### src/rtl/fpu_div_sequencer_pkg.sv
// Shared types for the fpuDiv issue/collect sequencer: operand format,
// divider condition codes and status flags, sequencer state encoding.
package fpu_div_sequencer_pkg;

  typedef struct packed {
    logic       sign;
    logic [4:0] exp;
    logic [9:0] frac;
  } fp16_t;

  typedef struct packed {
    logic z;
    logic c;
    logic n;
    logic v;
  } condCode_t;

  typedef struct packed {
    logic invalid;
    logic div_by_zero;
    logic overflow;
    logic underflow;
    logic inexact;
  } opStatusFlag_t;

  typedef enum logic [2:0] {
    S_IDLE,
    S_START,
    S_BUSY,
    S_CLEAR,
    S_RESP
  } fpuDivSeqState_t;

  // Canonical quiet NaN: sign 0, exponent all ones, frac MSB set.
  localparam fp16_t FPU_QNAN = '{sign: 1'b0, exp: 5'h1F, frac: 10'h200};

endpackage

### src/rtl/fpu_div_sequencer_if.sv
// Request/response handshake plus the fpuDiv coprocessor connection.
// master = requester/consumer/divider side, slave = the sequencer.
interface fpu_div_sequencer_if
  import fpu_div_sequencer_pkg::*;
#(
  parameter type FP_T  = fp16_t,
  parameter int  TAG_W = 4
) ();

  logic             in_valid;
  logic             in_ready;
  FP_T              in_a;
  FP_T              in_b;
  logic [TAG_W-1:0] in_tag;

  logic             out_valid;
  logic             out_ready;
  FP_T              out_result;
  logic [TAG_W-1:0] out_tag;
  condCode_t        out_cond;
  opStatusFlag_t    out_flags;
  logic             out_timeout;

  FP_T              div_in1;
  FP_T              div_in2;
  logic             div_start;
  logic             div_reset;
  logic             div_done;
  FP_T              div_out;
  condCode_t        div_cond;
  opStatusFlag_t    div_flags;

  modport master (
    output in_valid, in_a, in_b, in_tag, out_ready,
           div_done, div_out, div_cond, div_flags,
    input  in_ready, out_valid, out_result, out_tag, out_cond, out_flags,
           out_timeout, div_in1, div_in2, div_start, div_reset
  );

  modport slave (
    input  in_valid, in_a, in_b, in_tag, out_ready,
           div_done, div_out, div_cond, div_flags,
    output in_ready, out_valid, out_result, out_tag, out_cond, out_flags,
           out_timeout, div_in1, div_in2, div_start, div_reset
  );

endinterface

### src/rtl/fpu_div_seq_wdog.sv
// BUSY-phase watchdog: counts enabled cycles since the last clear and
// flags expiry once the count reaches LIMIT.
module fpu_div_seq_wdog
  import fpu_div_sequencer_pkg::*;
#(
  parameter int LIMIT = 64
) (
  input  logic i_clock,
  input  logic i_reset,
  input  logic i_clear,
  input  logic i_enable,
  output logic o_expired
);

  localparam int CW = $clog2(LIMIT + 1);

  logic [CW-1:0] r_count;

  assign o_expired = i_enable && (r_count == CW'(LIMIT));

  always_ff @(posedge i_clock or posedge i_reset) begin
    if (i_reset) begin
      r_count <= '0;
    end else if (i_clear) begin
      r_count <= '0;
    end else if (i_enable && !o_expired) begin
      r_count <= r_count + 1'b1;
    end
  end

endmodule

### src/rtl/fpu_div_sequencer.sv
// Issue/collect sequencer in front of fpuDiv: holds operands, pulses start,
// collects the result, then clears the divider. Optional watchdog: FPU_DIV_SEQ_TIMEOUT_EN.
module fpu_div_sequencer
  import fpu_div_sequencer_pkg::*;
#(
  parameter type FP_T  = fp16_t,
`ifdef FPU_DIV_SEQ_TIMEOUT_EN
  parameter int  TIMEOUT_CYCLES = 64,
`endif
  parameter int  TAG_W = 4
) (
  input logic                clock,
  input logic                reset,
  fpu_div_sequencer_if.slave bus
);

  fpuDivSeqState_t  r_state;
  FP_T              r_a;
  FP_T              r_b;
  FP_T              r_result;
  logic [TAG_W-1:0] r_tag;
  condCode_t        r_cond;
  opStatusFlag_t    r_flags;
  logic             w_in_ready;
  logic             w_accept;

  // Acceptance depends only on state and out_ready, never on in_valid.
  assign w_in_ready = (r_state == S_IDLE) || ((r_state == S_RESP) && bus.out_ready);
  assign w_accept   = bus.in_valid && w_in_ready;

  assign bus.in_ready   = w_in_ready;
  assign bus.out_valid  = (r_state == S_RESP);
  assign bus.out_result = r_result;
  assign bus.out_tag    = r_tag;
  assign bus.out_cond   = r_cond;
  assign bus.out_flags  = r_flags;
  assign bus.div_in1    = r_a;
  assign bus.div_in2    = r_b;
  assign bus.div_start  = (r_state == S_START);
  // fpuDiv parks in DONE, so it needs a reset pulse between operations.
  assign bus.div_reset  = reset || (r_state == S_CLEAR);

`ifdef FPU_DIV_SEQ_TIMEOUT_EN
  logic r_timeout;
  logic w_expired;

  fpu_div_seq_wdog #(
    .LIMIT(TIMEOUT_CYCLES)
  ) u_wdog (
    .i_clock  (clock),
    .i_reset  (reset),
    .i_clear  (r_state == S_START),
    .i_enable (r_state == S_BUSY),
    .o_expired(w_expired)
  );

  assign bus.out_timeout = r_timeout;
`else
  assign bus.out_timeout = 1'b0;
`endif

  always_ff @(posedge clock or posedge reset) begin
    if (reset) begin
      r_state  <= S_IDLE;
      r_a      <= '0;
      r_b      <= '0;
      r_tag    <= '0;
      r_result <= '0;
      r_cond   <= '0;
      r_flags  <= '0;
`ifdef FPU_DIV_SEQ_TIMEOUT_EN
      r_timeout <= 1'b0;
`endif
    end else begin
      if (w_accept) begin
        r_a   <= bus.in_a;
        r_b   <= bus.in_b;
        r_tag <= bus.in_tag;
      end
      case (r_state)
        S_IDLE:  if (bus.in_valid) r_state <= S_START;
        S_START: r_state <= S_BUSY;
        S_BUSY: begin
          // done wins over a simultaneous watchdog expiry
          if (bus.div_done) begin
            r_result <= bus.div_out;
            r_cond   <= bus.div_cond;
            r_flags  <= bus.div_flags;
`ifdef FPU_DIV_SEQ_TIMEOUT_EN
            r_timeout <= 1'b0;
`endif
            r_state  <= S_CLEAR;
          end
`ifdef FPU_DIV_SEQ_TIMEOUT_EN
          else if (w_expired) begin
            r_result  <= FP_T'(FPU_QNAN);
            r_cond    <= '0;
            r_flags   <= '{invalid: 1'b1, default: 1'b0};
            r_timeout <= 1'b1;
            r_state   <= S_CLEAR;
          end
`endif
        end
        S_CLEAR: r_state <= S_RESP;
        S_RESP: begin
          if (bus.out_ready) begin
            r_state <= bus.in_valid ? S_START : S_IDLE;
          end
        end
        default: r_state <= S_IDLE;
      endcase
    end
  end

endmodule

### src/flat_wrapper.sv
// flat-port wrapper written by rule: the top's interface ports become plain ports
module fpu_div_sequencer_flat import fpu_div_sequencer_pkg::*;
#(
  parameter type FP_T  = fp16_t,

  parameter int  TAG_W = 4
)
  (clock, reset, bus_in_valid, bus_in_a, bus_in_b, bus_in_tag, bus_out_ready, bus_div_done, bus_div_out, bus_div_cond, bus_div_flags, bus_in_ready, bus_out_valid, bus_out_result, bus_out_tag, bus_out_cond, bus_out_flags, bus_out_timeout, bus_div_in1, bus_div_in2, bus_div_start, bus_div_reset);
  fpu_div_sequencer_if #(.FP_T(FP_T), .TAG_W(TAG_W)) bus_i ();
  input logic clock;
  input logic reset;
  input wire logic [$bits(bus_i.in_valid)-1:0] bus_in_valid;
  input wire logic [$bits(bus_i.in_a)-1:0] bus_in_a;
  input wire logic [$bits(bus_i.in_b)-1:0] bus_in_b;
  input wire logic [$bits(bus_i.in_tag)-1:0] bus_in_tag;
  input wire logic [$bits(bus_i.out_ready)-1:0] bus_out_ready;
  input wire logic [$bits(bus_i.div_done)-1:0] bus_div_done;
  input wire logic [$bits(bus_i.div_out)-1:0] bus_div_out;
  input wire logic [$bits(bus_i.div_cond)-1:0] bus_div_cond;
  input wire logic [$bits(bus_i.div_flags)-1:0] bus_div_flags;
  output wire logic [$bits(bus_i.in_ready)-1:0] bus_in_ready;
  output wire logic [$bits(bus_i.out_valid)-1:0] bus_out_valid;
  output wire logic [$bits(bus_i.out_result)-1:0] bus_out_result;
  output wire logic [$bits(bus_i.out_tag)-1:0] bus_out_tag;
  output wire logic [$bits(bus_i.out_cond)-1:0] bus_out_cond;
  output wire logic [$bits(bus_i.out_flags)-1:0] bus_out_flags;
  output wire logic [$bits(bus_i.out_timeout)-1:0] bus_out_timeout;
  output wire logic [$bits(bus_i.div_in1)-1:0] bus_div_in1;
  output wire logic [$bits(bus_i.div_in2)-1:0] bus_div_in2;
  output wire logic [$bits(bus_i.div_start)-1:0] bus_div_start;
  output wire logic [$bits(bus_i.div_reset)-1:0] bus_div_reset;
  assign bus_i.in_valid = bus_in_valid;
  assign bus_i.in_a = bus_in_a;
  assign bus_i.in_b = bus_in_b;
  assign bus_i.in_tag = bus_in_tag;
  assign bus_i.out_ready = bus_out_ready;
  assign bus_i.div_done = bus_div_done;
  assign bus_i.div_out = bus_div_out;
  assign bus_i.div_cond = bus_div_cond;
  assign bus_i.div_flags = bus_div_flags;
  assign bus_in_ready = bus_i.in_ready;
  assign bus_out_valid = bus_i.out_valid;
  assign bus_out_result = bus_i.out_result;
  assign bus_out_tag = bus_i.out_tag;
  assign bus_out_cond = bus_i.out_cond;
  assign bus_out_flags = bus_i.out_flags;
  assign bus_out_timeout = bus_i.out_timeout;
  assign bus_div_in1 = bus_i.div_in1;
  assign bus_div_in2 = bus_i.div_in2;
  assign bus_div_start = bus_i.div_start;
  assign bus_div_reset = bus_i.div_reset;
  fpu_div_sequencer #(.FP_T(FP_T), .TAG_W(TAG_W)) u_core (.clock(clock), .reset(reset), .bus(bus_i));
endmodule
### config.mk
export PLATFORM = sky130hd
export DESIGN_NAME = fpu_div_sequencer_flat
export DESIGN_NICKNAME = d
export VERILOG_FILES = /design/src/rtl/fpu_div_sequencer_pkg.sv /design/src/rtl/fpu_div_sequencer_if.sv /design/src/rtl/fpu_div_seq_wdog.sv /design/src/rtl/fpu_div_sequencer.sv /design/src/flat_wrapper.sv
export SDC_FILE = /design/constraint.sdc
export NUM_CORES = 1
export LEC_CHECK = 0
export CAP_MARGIN = 0
export CORE_MARGIN = 5
export CORE_UTILIZATION = 43
export DETAILED_ROUTE_END_ITERATION = 7
export PLACE_DENSITY_LB_ADDON = 0.25
export SLEW_MARGIN = 20
export SYNTH_ARGS = -nofsm -noshare
export SYNTH_HDL_FRONTEND = slang
export SYNTH_HIERARCHICAL = 1
export SYNTH_SLANG_ARGS = --single-unit
### constraint.sdc
create_clock -name clock -period 5.55 [get_ports clock]
set_input_delay 1.665 -clock clock [delete_from_list [all_inputs] [get_ports clock]]
set_output_delay 1.665 -clock clock [all_outputs]
set_load 0.02 [all_outputs]
# Yosys cells after proc, flatten, opt, wreduce, memory -nomap -nowiden
# Cells that the tools add are included.
[classes]
muxes = 5
eq_ne = 7
n_reduce_logical = 7
[op_table]
columns = ["operator", "count"]
rows = [
  ["case mux 3 bit (5 select lines)", 1],
  ["2-to-1 mux 3 bit", 3],
  ["== test 3 x 2 -> 1 bit, second input constant", 2],
  ["!= test 2 bit, second input constant", 3],
  ["== test 3 x 1 -> 1 bit, second input constant", 1],
  ["== test 3 bit, second input constant", 1],
  ["zero test 3 bit", 1],
  ["AND reduction 3 bit", 1],
  ["logical AND 1 bit", 2],
  ["logical OR 1 bit", 2],
  ["AND reduction 2 bit", 1],
  ["2-to-1 mux 1 bit", 1],
]
[totals]
output_inout_bits = 66
register_bits = 64
inputBits = 66
word_cells = 39

# Longest topological paths before layout
# Gate-level depths: netlist of run 1.
[depth]
depth_word = 4
depth_mapped = 5
mapped_depth_nobuf = 3

# Worst setup path after synthesis of run 1
# Ideal clock, no wire load.
[synth_path]
path_type = "input -> output"
start = "input port reset"
end = "output port bus_div_reset"
slack_ns = 0.434
stages = 2
arrival_ns = 3.451
path_cell_list = "inv_1 -> nand2_1"
[synth_between]
elab_chain_len = 1
[synth_rtl]
columns = ["element", "line", "rtl"]
rows = [
  ["start, declared", "flat_wrapper.sv:11", "input logic reset;"],
  ["logical OR 1 bit", "fpu_div_sequencer.sv:41", "assign bus.div_reset = reset || (r_state == S_CLEAR);"],
  ["end, declared", "flat_wrapper.sv:31", "output wire logic [$bits(bus_i.div_reset)-1:0] bus_div_reset;"],
]
# No other way between the ends.

# Worst setup path after layout of run 1
[layout_path]
start = "input port bus_out_ready"
end = "output port bus_in_ready"
[layout_between]
elab_chain_len = 2
[layout_rtl]
columns = ["element", "line", "rtl"]
rows = [
  ["start, declared", "flat_wrapper.sv:16", "input wire logic [$bits(bus_i.out_ready)-1:0] bus_out_ready;"],
  ["logical AND 1 bit", "fpu_div_sequencer.sv:28", "assign w_in_ready = (r_state == S_IDLE) || ((r_state == S_RESP) && bus.out_ready);"],
  ["logical OR 1 bit", "fpu_div_sequencer.sv:28", ""],
  ["end, declared", "flat_wrapper.sv:21", "output wire logic [$bits(bus_i.in_ready)-1:0] bus_in_ready;"],
]
# No other way between the ends.

==> results of run 1 <==
[sequential cells by signal (all words and copies together) (netlist names)]
name                   flops
u_core/bus.div_in1        16
u_core/bus.div_in2        16
u_core/bus.out_result     16
u_core/bus.out_flags       5
u_core/bus.out_cond        4
u_core/bus.out_tag         4
u_core/r_state             3
[worst reg2reg max path: stages, from the launching register on]
cell     delay [ns]
dfrtp_1        0.52
nor2_4         0.18
nand3_4        0.52
mux2_4         0.53
[cell families (layout without fill, tap and decap cells)]
group	after synthesis	after routing	share of synthesized area [%]
other cells	1	1	0.142
xor+xnor	1	1	0.332
mux	62	62	30.7
compound gates	2	2	0.570
simple gates	13	13	4.22
buf+inv	9	148	3.27
flops	64	64	60.8
[report_power, final]
part           switching, mW  internal [mW]
combinational          0.586          0.776
sequential             0.151          0.708
clock                  0.164          0.155
total                  0.901           1.64
[final timing paths]
check / from / end / slack, ns / depth (start not counted)
hold / removal: u_core/bus.out_result[0] / u_core/bus.out_result[0] / 0.49 / 1
min in group asynchronous: reset / u_core/bus.out_tag[2] / 1.95 / 3
setup / recovery: bus_out_ready / bus_in_ready / 0.86 / 4
hold reg to reg: u_core/bus.out_result[0] / u_core/bus.out_result[0] / 0.49 / 1
max in group asynchronous: reset / u_core/bus.out_result[3] / 3.09 / 3
setup reg to reg: u_core/r_state[1] / u_core/bus.div_in1[1] / 3.68 / 3
[area by class of cell]
type                            count  area [um^2]  area share, %
Multi-Input combinational cell     79          948           23.0
Clock buffer                       10          128           3.09
Clock inverter                      5         25.0          0.607
Tap cell                           75         93.8           2.28
Inverter                            1         3.75         0.0910
Sequential cell                    64         1600           38.8
Timing Repair Buffer              132         1320           32.1
[metrics by stage]
step | power, mW | cell area, um^2 | setup slack (ns) | hold WS (ns) | utilization [%]
2_1_floorplan | 1.63 | 2640 | 0.434 | 0.544 | -
3_3_place_gp | 2.20 | 3960 | 0.878 | 0.469 | 66.4
3_5_place_dp | 2.24 | 3960 | 0.859 | 0.485 | 66.4
4_1_cts | 2.57 | 4110 | 0.856 | 0.500 | 69.0
5_1_grt | 2.69 | 4120 | 0.812 | 0.509 | 69.2
6_report | 2.54 | 4120 | 0.864 | 0.493 | 69.2
[layer usage]
layer  vias to the layer above  global-route usage, %
met4                         0                   4.67
li1                        795                      -
met3                         6                   7.54
met5                         -                      0
met1                       864                   18.2
met2                        73                   29.2
[placed cells by master (no fill, tap or decap)]
master	n
xnor2_1	1
nor2_4	1
nand2_4	1
clkbuf_1	1
mux2_4	30
mux2i_1	1
nor3_4	1
mux2_2	25
nand3b_1	2
conb_1	1
clkbuf_8	9
and2_1	2
nand3_4	1
clkinv_2	5
o21a_1	1
nor3b_1	1
clkdlybuf4s50_1	130
nand2_1	1
nand2b_2	1
o31ai_1	1
inv_2	1
dfrtp_1	64
buf_8	1
buf_4	1
mux2_1	6
nor2_1	2
==> results.sh, run 1 <==
export IMPL_path_class="input pin to primary output"
export IMPL_syn_to_final_growth_pct=56.4
export IMPL_die_w_um=88.3
export IMPL_finalHoldViolCount=0
export IMPL_first_pass_iters=4
export IMPL_syn_avg_cell_area_um2=17.3
export IMPL_initial_core_util_pct=44.3
export IMPL_crit_family="buffers and inverters"
export IMPL_worstPathRequired_ns=3.88
export IMPL_cp_max_fo=3
export IMPL_fin_nets=353
export IMPL_cp_end_kind="primary output"
export IMPL_synth_edff_count=0
export IMPL_cts_tree="built"
export IMPL_top_layer_used="met4"
export IMPL_drt_met1_wl_um=2330
export IMPL_clk_path_buf_depth=2
export IMPL_yosysSeqAreaShare_pct=60.7
export IMPL_period_share_pct=84.4
export IMPL_yosysTopAreaCell="dfrtp_1"
export IMPL_power_leakage_nw=1.81
export IMPL_first_iter_violations=27
export IMPL_path_clk_slew_ns=0.06
export IMPL_rsz0062_at_grt="false"
export IMPL_worst_path_buf_inv=2
export IMPL_synth_ff_type="dfrtp_1"
export IMPL_synth_warnings=6
export IMPL_cp_start_kind="input pin"
export IMPL_grt_usage_pct=16.7
export IMPL_cts_resized=0
export IMPL_ys_types=22
export IMPL_first_global_vias=1909
export IMPL_met2WireLength_um=3290
export IMPL_cts_buffers=9
export IMPL_setup_viol=0
export IMPL_layout_drive_gt1_share_pct=26.5
export IMPL_row_count=28
export IMPL_maxCapViolations=0
export IMPL_coreArea_um2=5960
export IMPL_io_buffers=130
export IMPL_tightest_slew_ns=0.788
export IMPL_synth_common_cells="dfrtp_1, mux2_4, mux2_2, buf_6, mux2_1"
export IMPL_die_y_um=88.3
export IMPL_relSlewSlack_pct=47.5
export IMPL_syn_nets=218
export IMPL_hp_class="register to register"
export IMPL_antenna_found_initial=0
export IMPL_cts_sinks=64
export IMPL_cpPeakStageDelay_ns=0.59
export IMPL_route_vias_total=1738
export IMPL_n_antenna_cell=0
export IMPL_setup_tns_ns=0
export IMPL_io_pins=132
export IMPL_synth_area_leaders="dfrtp_1, mux2_4, mux2_2"
export IMPL_timing_final_max_slew_violations=0
export IMPL_min_period_ns=4.69
export IMPL_synth_seq_cells=64
export IMPL_hold_buffers=0
export IMPL_cts_root_buf="clkbuf_8"
export IMPL_final_cell_count_no_fill=366
export IMPL_routed_wl_um=6260
export IMPL_synth_cells=152
export IMPL_p_per_area_nw_per_um2=616
export IMPL_fmax_mhz=213
export IMPL_gp_congestion=0.683
export IMPL_dr_wl_met3_um=573
export IMPL_fin_skew_ns=0.00484
export IMPL_die_area_um2=7800
export IMPL_arrival_ns=3.02
export IMPL_ys_async_sr_fraction_pct=100
export IMPL_post_cts_setup_buffer_count=0
export IMPL_clk_latency_ns=0.32
export IMPL_fillers=463
export IMPL_synth_most_common_cell="dfrtp_1"
export IMPL_wire_per_inst_um=17.1
export IMPL_crit_path_top_delay_cell="clkdlybuf4s50_1"
export IMPL_dp_hpwl_um=4770
export IMPL_dp_cells=350
export IMPL_worstPathCellList="clkdlybuf4s50_1 -> nand2b_2 -> and2_1 -> clkdlybuf4s50_1"
export IMPL_grt_pass1_wl_um=9700
export IMPL_htreeDepth=3
export IMPL_grt_overflow_total=0
export IMPL_grt_max_degree=65
export IMPL_avgViaCountPerCell=4.75
export IMPL_synth_top_area_share_pct=60.7
export IMPL_status="finished, final reports clean"
export IMPL_drc=0
export IMPL_syn_area_um2=2640
export IMPL_ir_drop_v=0.000354
export IMPL_ant_nets=0
export IMPL_worst_path_most_repeated_cell="clkdlybuf4s50_1"
No activity file was read; power rests on OpenSTA's default activity.
==> run 2: changes to the inputs <==
Settings changed: CORE_UTILIZATION 43 to 40.
Clock period 5.55 ns to 4.8 ns, I/O delays scaled along.
==> results.sh, run 2 (same netlist as run 1, synthesis figures left out) <==
export IMPL_die_y_um=91.2
export IMPL_setup_slack_ns=0.527
export IMPL_fmax_mhz=234
export IMPL_cts_tree="built"
export IMPL_first_iter_violations=62
export IMPL_row_count=29
export IMPL_rr_worst_depth=3
export IMPL_p_clk_share_pct=16.2
export IMPL_p_per_area_nw_per_um2=726
export IMPL_grt_usage_pct=14.5
export IMPL_grt_overflow_total=0
export IMPL_fillers=468
export IMPL_switchingPower_mw=1.03
export IMPL_rsz0062_at_grt="false"
export IMPL_cts_sinks=64
export IMPL_fin_skew_ns=0.00764
export IMPL_multiInputGateArea_um2=948
export IMPL_dp_slack_ns=0.527
export IMPL_clk_path_buf_depth=2
export IMPL_cp_end_kind="primary output"
export IMPL_hold_depth=1
export IMPL_fin_nets=353
export IMPL_period_share_pct=89.0
export IMPL_post_dp_cell_area_um2=3970
export IMPL_drc=0
export IMPL_wire_per_inst_um=15.7
export IMPL_first_pass_iters=4
export IMPL_cts_root_buf="clkbuf_8"
export IMPL_antenna_found_initial=0
export IMPL_first_global_vias=1880
export IMPL_syn_to_final_growth_pct=58.7
export IMPL_avgViaCountPerCell=4.66
export IMPL_setup_viol=0
export IMPL_power_leakage_nw=1.84
export IMPL_path_class="input pin to primary output"
export IMPL_n_antenna_cell=0
export IMPL_layout_commonest_cell="clkdlybuf4s50_1"
export IMPL_fin_area_um2=4180
export IMPL_worstPathRequired_ns=3.36
export IMPL_layout_drive_gt1_share_pct=26.7
export IMPL_grt_max_degree=65
export IMPL_post_cts_setup_buffer_count=0
export IMPL_route_vias_total=1720
export IMPL_fin_util_pct=65.5
export IMPL_arrival_ns=2.83
export IMPL_relSlewSlack_pct=47.2
export IMPL_cp_start_kind="input pin"
export IMPL_ant_nets=0
export IMPL_die_area_um2=8310
export IMPL_combPwrFrac_pct=51.3
export IMPL_hp_class="register to register"
export IMPL_tightest_slew_ns=0.791
export IMPL_seqPwrFrac_pct=32.5
export IMPL_grt_pass1_wl_um=9650
export IMPL_swShare_pct=33.9
export IMPL_cp_max_fo=3
export IMPL_gp_congestion=0.644
export IMPL_coreArea_um2=6390
export IMPL_min_period_ns=4.27
export IMPL_routed_wl_um=5800
export IMPL_maxCapViolations=0
export IMPL_most_common_layout_cells="clkdlybuf4s50_1, dfrtp_1, mux2_4"
export IMPL_timing_final_max_slew_violations=0
export IMPL_hold_buffers=0
export IMPL_ir_drop_v=0.000413
export IMPL_setup_tns_ns=0
export IMPL_status="finished, final reports clean"
export IMPL_htreeDepth=3
export IMPL_cts_resized=0
export IMPL_io_buffers=130
export IMPL_finalHoldViolCount=0
export IMPL_regArea_um2=1600
export IMPL_path_clk_slew_ns=0.07
export IMPL_cts_buffers=9
export IMPL_p_total_mw=3.04
export IMPL_initial_core_util_pct=41.3
export IMPL_die_w_um=91.2
export IMPL_dp_hpwl_um=4250
export IMPL_io_pins=132
export IMPL_clk_latency_ns=0.33
export IMPL_intPower_mw=2.01
[run 2: changes by cell type in the layout (fill, tap and decap cells not counted), sizes merged]
cell and delta:
clkbuf +4, bufinv +1, clkinv -4
[run 2: cell type report]
class | instances | share of cell area (%)
tap | 77 | 2.30
multi-input combinational | 79 | 22.7
clock buffer | 14 | 4.37
clock inverter | 2 | 0.837
inverter | 1 | 0.0897
sequential | 64 | 38.3
timing repair buffer | 132 | 31.5
[run 2: worst paths after layout]
path / from / end / slack [ns]
setup reg to reg: u_core/r_state[1] / u_core/bus.div_in2[4] / 2.94
setup / recovery: bus_out_ready / bus_in_ready / 0.53
max in group asynchronous: reset / u_core/bus.div_in2[6] / 2.57
min in group asynchronous: reset / u_core/r_state[0] / 1.71
hold reg to reg: u_core/bus.out_cond[0] / u_core/bus.out_cond[0] / 0.49
hold / removal: u_core/bus.out_cond[0] / u_core/bus.out_cond[0] / 0.49
[run 2: power by group through the flow]
stage / Clock [mW] / Sequential (mW) / Combinational [mW]
after floorplan: 0 / 1.29 / 0.595
after global placement: 0 / 0.985 / 1.56
after detailed placement: 0 / 0.994 / 1.58
after CTS: 0.504 / 0.990 / 1.58
after global routing: 0.531 / 1.03 / 1.65
final: 0.491 / 0.987 / 1.56
[run 2: critical path, cell delays in order]
cell,delay (ns)
clkdlybuf4s50_1,0.48
nand2b_2,0.17
and2_1,0.14
clkdlybuf4s50_1,0.61
[run 2: metal layers]
layer,global-route usage (%),routed length (um),share of wire [%]
met4,5.87,106,1.8
met2,19.9,2440,42
met1,19.3,2540,44
met5,0,0,0
met3,7.52,707,12
[run 2: metrics by stage]
stage / hold WS [ns] / std cells
floorplan: 0.544 / 152
global placement: 0.468 / 353
detailed placement: 0.474 / 353
CTS: 0.490 / 369
global route: 0.504 / 369
finish: 0.486 / 369
